### src/rtl/prog_monitor_pkg.sv
// Shared types and constants for the program-loader / debug-monitor front end.
// Display nibble positions are named here so the top and sseg wiring agree.
package prog_monitor_pkg;

  typedef enum logic [1:0] {
    LD_IDLE    = 2'd0,
    LD_WRITE   = 2'd1,
    LD_ADVANCE = 2'd2
  } ld_state_e;

  localparam logic MODE_PROG = 1'b1;
  localparam logic MODE_RUN  = 1'b0;

  // Digit order on the 4-digit display, digit 3 is leftmost.
  localparam int NIB_ADRS_HI = 3;
  localparam int NIB_ADRS_LO = 2;
  localparam int NIB_DATA_HI = 1;
  localparam int NIB_DATA_LO = 0;

  localparam int DP_FLASH = 0;
  localparam int DP_OWNER = 3;

  function automatic int nib_lsb(input int idx);
    return idx * 4;
  endfunction

endpackage

### src/rtl/prog_monitor_ctrl_btn_debounce.sv
// Two-flop synchroniser plus stability counter for one active-low button.
// press pulses for one cycle when the accepted level falls to 0.
module btn_debounce #(
  parameter int DEB_CYCLES = 50000
) (
  input  logic clock,
  input  logic reset,
  input  logic btn_n,
  output logic press
);

  localparam int            CW       = $clog2(DEB_CYCLES);
  localparam logic [CW-1:0] CNT_LAST = CW'(DEB_CYCLES - 1);

  logic          sync1_q, sync2_q;
  logic          level_q;
  logic          press_q;
  logic [CW-1:0] cnt_q;

  always_ff @(posedge clock) begin
    if (reset) begin
      sync1_q <= 1'b1;
      sync2_q <= 1'b1;
      level_q <= 1'b1;
      press_q <= 1'b0;
      cnt_q   <= '0;
    end else begin
      sync1_q <= btn_n;
      sync2_q <= sync1_q;
      press_q <= 1'b0;
      // Counter tracks how long the synced level has disagreed with the accepted one.
      if (sync2_q == level_q) begin
        cnt_q <= '0;
      end else if (cnt_q == CNT_LAST) begin
        level_q <= sync2_q;
        press_q <= ~sync2_q;
        cnt_q   <= '0;
      end else begin
        cnt_q <= cnt_q + CW'(1);
      end
    end
  end

  assign press = press_q;

endmodule

### src/rtl/prog_monitor_ctrl.sv
// Program loader, memory bus mux and 7-seg nibble source in front of the CPU.
// Buttons load an address or write switch data; mode selects bus ownership.
module prog_monitor_ctrl
  import prog_monitor_pkg::*;
#(
  parameter int AW           = 8,
  parameter int DW           = 8,
  parameter int NRES         = 4,
  parameter int DEB_CYCLES   = 50000,
  parameter int FLASH_CYCLES = 2000000
) (
  input  logic                     clock,
  input  logic                     reset,
  input  logic                     mode,
  input  logic                     step_btn_n,
  input  logic                     load_btn_n,
  input  logic [7:0]               data_sw,
  input  logic [$clog2(NRES)-1:0]  res_sel,
  input  logic [7:0]               resdt,
  input  logic [AW-1:0]            cpu_adrs,
  input  logic [DW-1:0]            cpu_data,
  input  logic                     cpu_wr_en,
  output logic [7:0]               resad,
  output logic                     cpu_run_en,
  output logic [AW-1:0]            mem_adrs,
  output logic [DW-1:0]            mem_data,
  output logic                     mem_wr_en,
  output logic [15:0]              disp_nib,
  output logic [3:0]               disp_dp
);

  localparam int            RSW        = $clog2(NRES);
  localparam int            FW         = $clog2(FLASH_CYCLES + 1);
  localparam logic [FW-1:0] FLASH_LOAD = FW'(FLASH_CYCLES);

  logic          step_press, load_press;
  logic          mode_s1_q, mode_q;
  ld_state_e     state_q;
  logic [AW-1:0] prog_adrs_q;
  logic [DW-1:0] wr_data_q;
  logic          owner_prog_q;
  logic [FW-1:0] flash_q;
  logic [7:0]    resad_w, adrs_ext, data_ext;

  btn_debounce #(.DEB_CYCLES(DEB_CYCLES)) u_step_deb (
    .clock (clock),
    .reset (reset),
    .btn_n (step_btn_n),
    .press (step_press)
  );

  btn_debounce #(.DEB_CYCLES(DEB_CYCLES)) u_load_deb (
    .clock (clock),
    .reset (reset),
    .btn_n (load_btn_n),
    .press (load_press)
  );

  always_ff @(posedge clock) begin
    if (reset) begin
      mode_s1_q <= MODE_RUN;
      mode_q    <= MODE_RUN;
    end else begin
      mode_s1_q <= mode;
      mode_q    <= mode_s1_q;
    end
  end

  // Ownership only changes in IDLE so a write sequence always completes.
  always_ff @(posedge clock) begin
    if (reset) begin
      state_q      <= LD_IDLE;
      prog_adrs_q  <= '0;
      wr_data_q    <= '0;
      owner_prog_q <= 1'b0;
      flash_q      <= '0;
    end else begin
      if (flash_q != '0) flash_q <= flash_q - FW'(1);
      case (state_q)
        LD_IDLE: begin
          owner_prog_q <= mode_q;
          if (mode_q == MODE_PROG) begin
            if (load_press) begin
              prog_adrs_q <= data_sw[AW-1:0];
            end else if (step_press) begin
              wr_data_q <= data_sw[DW-1:0];
              state_q   <= LD_WRITE;
            end
          end
        end
        LD_WRITE: state_q <= LD_ADVANCE;
        LD_ADVANCE: begin
          prog_adrs_q <= prog_adrs_q + AW'(1);
          flash_q     <= FLASH_LOAD;
          state_q     <= LD_IDLE;
        end
        default: state_q <= LD_IDLE;
      endcase
    end
  end

  always_comb begin
    resad_w                = '0;
    resad_w[RSW-1:0]       = res_sel;
    adrs_ext               = '0;
    adrs_ext[AW-1:0]       = prog_adrs_q;
    data_ext               = '0;
    data_ext[DW-1:0]       = wr_data_q;
  end

  always_comb begin
    if (owner_prog_q) begin
      mem_adrs  = prog_adrs_q;
      mem_data  = wr_data_q;
      mem_wr_en = (state_q == LD_WRITE);
    end else begin
      mem_adrs  = cpu_adrs;
      mem_data  = cpu_data;
      mem_wr_en = cpu_wr_en;
    end
  end

  always_comb begin
    disp_nib = '0;
    if (owner_prog_q) begin
      disp_nib[nib_lsb(NIB_ADRS_LO) +: 8] = adrs_ext;
      disp_nib[nib_lsb(NIB_DATA_LO) +: 8] = data_ext;
    end else begin
      disp_nib[nib_lsb(NIB_ADRS_LO) +: 8] = resad_w;
      disp_nib[nib_lsb(NIB_DATA_LO) +: 8] = resdt;
    end
    disp_dp           = '0;
    disp_dp[DP_OWNER] = owner_prog_q;
    disp_dp[DP_FLASH] = (flash_q != '0);
  end

  assign resad      = resad_w;
  assign cpu_run_en = ~owner_prog_q;

endmodule

### config.mk
export PLATFORM = sky130hd
export DESIGN_NAME = prog_monitor_ctrl
export DESIGN_NICKNAME = d
export VERILOG_FILES = /design/src/rtl/prog_monitor_pkg.sv /design/src/rtl/prog_monitor_ctrl_btn_debounce.sv /design/src/rtl/prog_monitor_ctrl.sv
export SDC_FILE = /design/constraint.sdc
export NUM_CORES = 1
export LEC_CHECK = 0
export CAP_MARGIN = 20
export CORE_AREA = 8 8 121 95
export CTS_BUF_LIST = sky130_fd_sc_hd__clkbuf_8
export CTS_CLUSTER_DIAMETER = 200
export DETAILED_ROUTE_END_ITERATION = 8
export DIE_AREA = 0 0 129 103
export PLACE_DENSITY = 0.71
export SETUP_SLACK_MARGIN = 0.1
export SLEW_MARGIN = 20
export SYNTH_ARGS = -nofsm -noshare
export SYNTH_HDL_FRONTEND = slang
export SYNTH_SLANG_ARGS = --single-unit
### constraint.sdc
create_clock -name clock -period 2.5 [get_ports clock]
set_input_delay 0.25 -clock clock [delete_from_list [all_inputs] [get_ports clock]]
set_output_delay 0.25 -clock clock [all_outputs]
set_load 0.02 [all_outputs]
Yosys cells after proc, flatten, opt, wreduce, memory -nomap -nowiden
Index checks and enable logic that the tools add are counted.
- register bits after elaboration: 82
- input bits: 40
- word-level logic and storage cells: 67
- add/sub/neg operators: 4
- eq/ne operators: 10
- mux-type cells: 13
- bitwise logic cells: 8
- reduce and logical (&&, ||, !) cells: 14
- operators with widths (cell ; number):
    $mux 21 ; 2
    $add 16x1->16 const B ; 2
    $eq 16x16->1 const B ; 2
    $mux 8 ; 4
    $reduce_bool 21->1 ; 1
    $sub 21x1->21 const B ; 1
    $mux 16 ; 1
    $pmux 8 s2 ; 1
    $reduce_or 3->1 ; 4
    $add 8x1->8 const B ; 1
    $not 1->1 ; 8
    $mux 2 ; 3
    $reduce_and 3->1 ; 2
    $ne 2x1->1 const B ; 2
    $ne 2x2->1 const B ; 2
    $pmux 2 s2 ; 1
    $reduce_and 2->1 ; 2
    $reduce_and 4->1 ; 1
    $reduce_bool 2->1 ; 2
    $eq 1x1->1 ; 2
    $eq 2x1->1 const B ; 1
    $eq 2x2->1 const B ; 1
    $logic_not 2->1 ; 1
    $reduce_or 2->1 ; 1
    $mux 1 ; 1

Depth between registers and ports, before layout
- word-level depth: 4
- gate-level depth with buffers: 7
- depth with buffers taken out: 6

Hierarchy
From an unflattened synthesis, not the netlist that was laid out.
- cells, all modules: 482
- area total of the unflattened synthesis: 4048.9 um^2
- modules (own cells, without submodules) (module ; times used ; cells an instance ; area each (um^2)):
    prog_monitor_ctrl ; 1 ; 302 ; 2364.8
    btn_debounce ; 2 ; 90 ; 842.1

Worst setup path before layout
No wires, ideal clock.
- kind: register -> register
- start: register flash_q[10]
- end: register flash_q[19]
- setup time: 0.103 ns
- arrival time: 2.047 ns
- slack: 0.350 ns
- stages on the path, launching flop included: 6
- path buffers: 1
- path through: dfxtp_1 -> or4_1 -> buf_2 -> or3_4 -> or3_4 -> a2111oi_2
- cells in the longest elaborated chain, start to end: 3
- elaborated cells between the ends (all ways): 5
- those cells by class: 1 x add/sub; 2 x mux; 2 x reduce/logical
- ends and longest elaborated chain (what ; line ; text):
    start: declaration ; prog_monitor_ctrl.sv:42 ; logic [FW-1:0] flash_q;
    start signal: assignment ; prog_monitor_ctrl.sv:78 ; if (flash_q != '0) flash_q <= flash_q - FW'(1);
    $sub 21x1->21 ; prog_monitor_ctrl.sv:78 ;
    $mux 21 ; prog_monitor_ctrl.sv:78 ;
    $mux 21 ; prog_monitor_ctrl.sv:79 ; case (state_q)
Parallel ways exist; a longest one is shown, timed or not. The select of a mux whose other input is x is not followed.
A chain may end at the register's enable or synchronous reset.

Final worst setup path
- start: register flash_q[10]
- end: output port disp_dp[0]
- cells in the longest elaborated chain, start to end: 1
- ends and longest elaborated chain (what ; line ; text):
    $reduce_bool 21->1 ; prog_monitor_ctrl.sv:134 ; disp_dp[DP_FLASH] = (flash_q != '0);
    end: declaration ; prog_monitor_ctrl.sv:29 ; output logic [3:0] disp_dp
No other way between the ends.

==> impl_summary.txt <==
----------------------------------------------------
[Global routing]
  Largest net degree at the start of global routing ... 30
  Remaining global-route overflow ... 0
  Vias in the first global route ... 3822
  Wire length of the first global-routing pass ... 17600 um
  Total Routing Usage GR ... 16.2%
  Initial antenna violation count ... 0

[Detailed routing]
  DRC errors left ... 0
  Total Routed Length ... 10600 um
  Router iterations before antenna repair ... 5
  Vias per inst ... 5.42
  Wire length per cell after detailed routing ... 14.4 um
  Count of routing violations after the opening detailed-route iteration ... 227
  Antenna violation net count after detailed routing ... 0
  Via count ... 3967

[Synth]
  Number of flops mapped to enable cells by yosys ... 0
  Most repeated cell in the gate-level netlist after synthesis ... sky130_fd_sc_hd__dfxtp_1
  Cells after Synth ... 521
  Post-synthesis register bit count ... 82
  Synth area leaders ... sky130_fd_sc_hd__dfxtp_1 (39%), sky130_fd_sc_hd__nor2_1 (5.7%), sky130_fd_sc_hd__xnor2_1 (4.6%), sky130_fd_sc_hd__o21ai_0 (3.8%), sky130_fd_sc_hd__mux2i_1 (3.3%)
  Count of unique library cells instantiated by Yosys ... 52
  Synthesis Warnings ... 0
  Synth area leader ... sky130_fd_sc_hd__dfxtp_1
  Summed instance area of the synthesized netlist ... 4210 um^2
  Prevailing post-synth register cell ... sky130_fd_sc_hd__dfxtp_1
  Portion of the post-synthesis area used by sequential elements ... 39.0%
  Area share of the largest cell type after synthesis ... 39.0%
  Commonest cells in the synthesized netlist ... sky130_fd_sc_hd__dfxtp_1 (82), sky130_fd_sc_hd__nor2_1 (64), sky130_fd_sc_hd__nand2_1 (37)
  Avg Synthesized Cell Area ... 8.08 um^2
  Fraction of registers with async set or reset after synthesis ... 0%

[Cells and area]
  Final-stage net count ... 640
  Fillcell total ... 908
  Layout cells sized above 1 ... 7.00%
  Final std cells w/o fill ... 732
  Post-synthesis to final-layout area growth ... 25.5%
  Final Instance Area ... 5290 um^2
  Total inserted antenna cells ... 0

[Clock network]
  Post-cts resize count ... 1
  Clock slew at reported path FFs ... 0.09 ns
  Later-pin clock latency in the skew report ... 0.37 ns
  Count of H-tree levels built during CTS ... 3
  Setup fix buffers added after clock tree synthesis ... 0
  Number of buffers between clock root and the deepest sink ... 2
  CTS Buf Count ... 9
  Number of sinks driven by the clock tree ... 82
  Clock Tree Root ... sky130_fd_sc_hd__clkbuf_8
  CTS tree ... yes
  Count of hold-fix buffers inserted at cts ... 0

[Setup path]
  Slowest stage delay, CP ... 0.59 ns
  Crit Path Category ... reg2out
  Critical path data required time ... 2.25 ns
  Cell breakdown of the critical path ... or4_4 -> nor3_2 -> nand3_1 -> dlygate4sd2_1
  Arrival time worst endpoint ... 2.01 ns
  CP Launch Type ... flop
  Slowest cell on the critical path ... sky130_fd_sc_hd__or4_4
  Max FO, Critical Path ... 6
  Worst Setup End Kind ... output pin

[Floorplanning]
  Number of I/O pins ... 86
  Chip Height ... 103 um
  Die outline width ... 129 um
  Die Footprint ... 13300 um^2
  Effective utilization at floorplan ... 44.3%
  Standard-cell rows ... 31
  Core region area ... 9500 um^2

[STA]
  Min Clock Period, post-route ... 2.26 ns
  Final-report setup violation count ... 0
  Final number of max-transition violations ... 0
  Fraction of the cycle the final worst path needs ... 90.5%
  Final Hold Viols ... 0
  Worst clock skew on the final layout ... 0.0114 ns
  Relative slew margins ... 56.8%
  Fmax achieved ... 442 MHz
  Setup repair after global routing missed its margin ... false
  Worst-Margin Slew ... 0.644 ns
  Setup TNS after final layout ... 0 ns
  Hold slack final ... 0.421 ns

[Flow run]
  Max_cap viols ... 0

[Placed design]
  Post-place instance area ... 5100 um^2
  Port Buffers ... 77
  HPWL after detailed placement ... 7880 um
  Placed Cells ... 716
  Global placer's final weighted congestion ... 0.891

[Pwr]
  Maximum vdd drop ... 0.570 mV
  Static leakage power ... 1.99 nW
  Pwr/cell area ... 720 nW/um^2

[Outcome]
  Status ... finished, final reports clean

[Min path]
  Tightest Hold Check Type ... reg2reg

----------------------------------------------------
[cells by family (layout without fill, tap and decap cells)]
kind of cell | Yosys count | count (layout) | share of synthesized area (%)
and+or+nand+nor | 239 | 239 | 30.4
AOI/OAI and AO/OA | 88 | 88 | 13.4
DFF | 82 | 82 | 39.0
buffers and inverters | 66 | 138 | 6.89
xor gates and xnor gates | 26 | 26 | 5.41
muxes | 14 | 14 | 3.33
adders and majority gates | 5 | 5 | 1.49
other | 1 | 8 | 0.0890
[metrics by stage]
stage,total power (W),util [%],setup WS [ns]
2_1_floorplan,0.00246,-,0.350
3_3_place_gp,0.00285,53.6,0.299
3_5_place_dp,0.00289,53.6,0.235
4_1_cts,0.00380,55.6,0.150
5_1_grt,0.00402,55.6,0.159
6_report,0.00381,55.6,0.238
[state kept, by name (all words and copies together) (netlist names)]
name / cells
flash_q: 21
u_step_deb.level_q: 1
owner_prog_q: 1
u_load_deb.sync2_q: 1
u_load_deb.press: 1
adrs_ext: 8
mode_s1_q: 1
data_ext: 8
state_q: 2
u_step_deb.cnt_q: 16
u_load_deb.level_q: 1
u_step_deb.sync1_q: 1
mode_q: 1
u_step_deb.sync2_q: 1
u_load_deb.cnt_q: 16
u_step_deb.press: 1
u_load_deb.sync1_q: 1
[critical path, delay by kind of cell, from the launching register on]
family	cells	cell delay [ns]
buffers and inverters	1	0.35
flip-flops	1	0.36
AND/OR/NAND/NOR	3	0.93
[final cells by class]
type | instances | area [um^2] | share of cell area, %
timing repair buffer | 89 | 860 | 16.3
clock buffer | 9 | 124 | 2.34
tap | 132 | 165 | 3.12
clock inverter | 7 | 61.3 | 1.16
inverter | 33 | 124 | 2.34
multi-input combinational | 380 | 2310 | 43.7
sequential | 82 | 1640 | 31.1
[cell usage in the layout, fill, tap and decap left out, types with 14 or more instances in the layout]
cell type,n
sky130_fd_sc_hd__xnor2_1,22
sky130_fd_sc_hd__a21oi_1,15
sky130_fd_sc_hd__nor4_1,20
sky130_fd_sc_hd__dfxtp_1,82
sky130_fd_sc_hd__nor3_1,16
sky130_fd_sc_hd__nand3_1,16
sky130_fd_sc_hd__mux2i_1,14
sky130_fd_sc_hd__inv_1,33
sky130_fd_sc_hd__clkdlybuf4s50_1,76
sky130_fd_sc_hd__o21ai_0,32
sky130_fd_sc_hd__nand2_1,37
sky130_fd_sc_hd__nor2_1,64
[power breakdown]
group / switching, W / internal, W / total, W / leakage [nW]
registers: 0.000106 / 0.00141 / 0.00151 / 0.665
logic: 0.000813 / 0.000571 / 0.00138 / 1.23
clock network: 0.000530 / 0.000378 / 0.000908 / 0.0948
[layer usage]
metal  vias up  GRT usage [%]  wire length (um)
met3         9           6.10               810
met1      1852           20.1              4830
met5         -              0                 0
met2       118           25.8              4830
li1       1988              -                 -
met4         0           4.23                85
[final timing paths]
| check | start | end | slack, ns | depth (start not counted) |
|---|---|---|---|---|
| min | u_load_deb.sync1_q | u_load_deb.sync2_q | 0.42 | 1 |
| max reg2reg | flash_q[10] | flash_q[19] | 0.30 | 4 |
| min reg2reg | u_load_deb.sync1_q | u_load_deb.sync2_q | 0.42 | 1 |
| max | flash_q[10] | disp_dp[0] | 0.24 | 4 |
(Power assumes the default switching activity.)
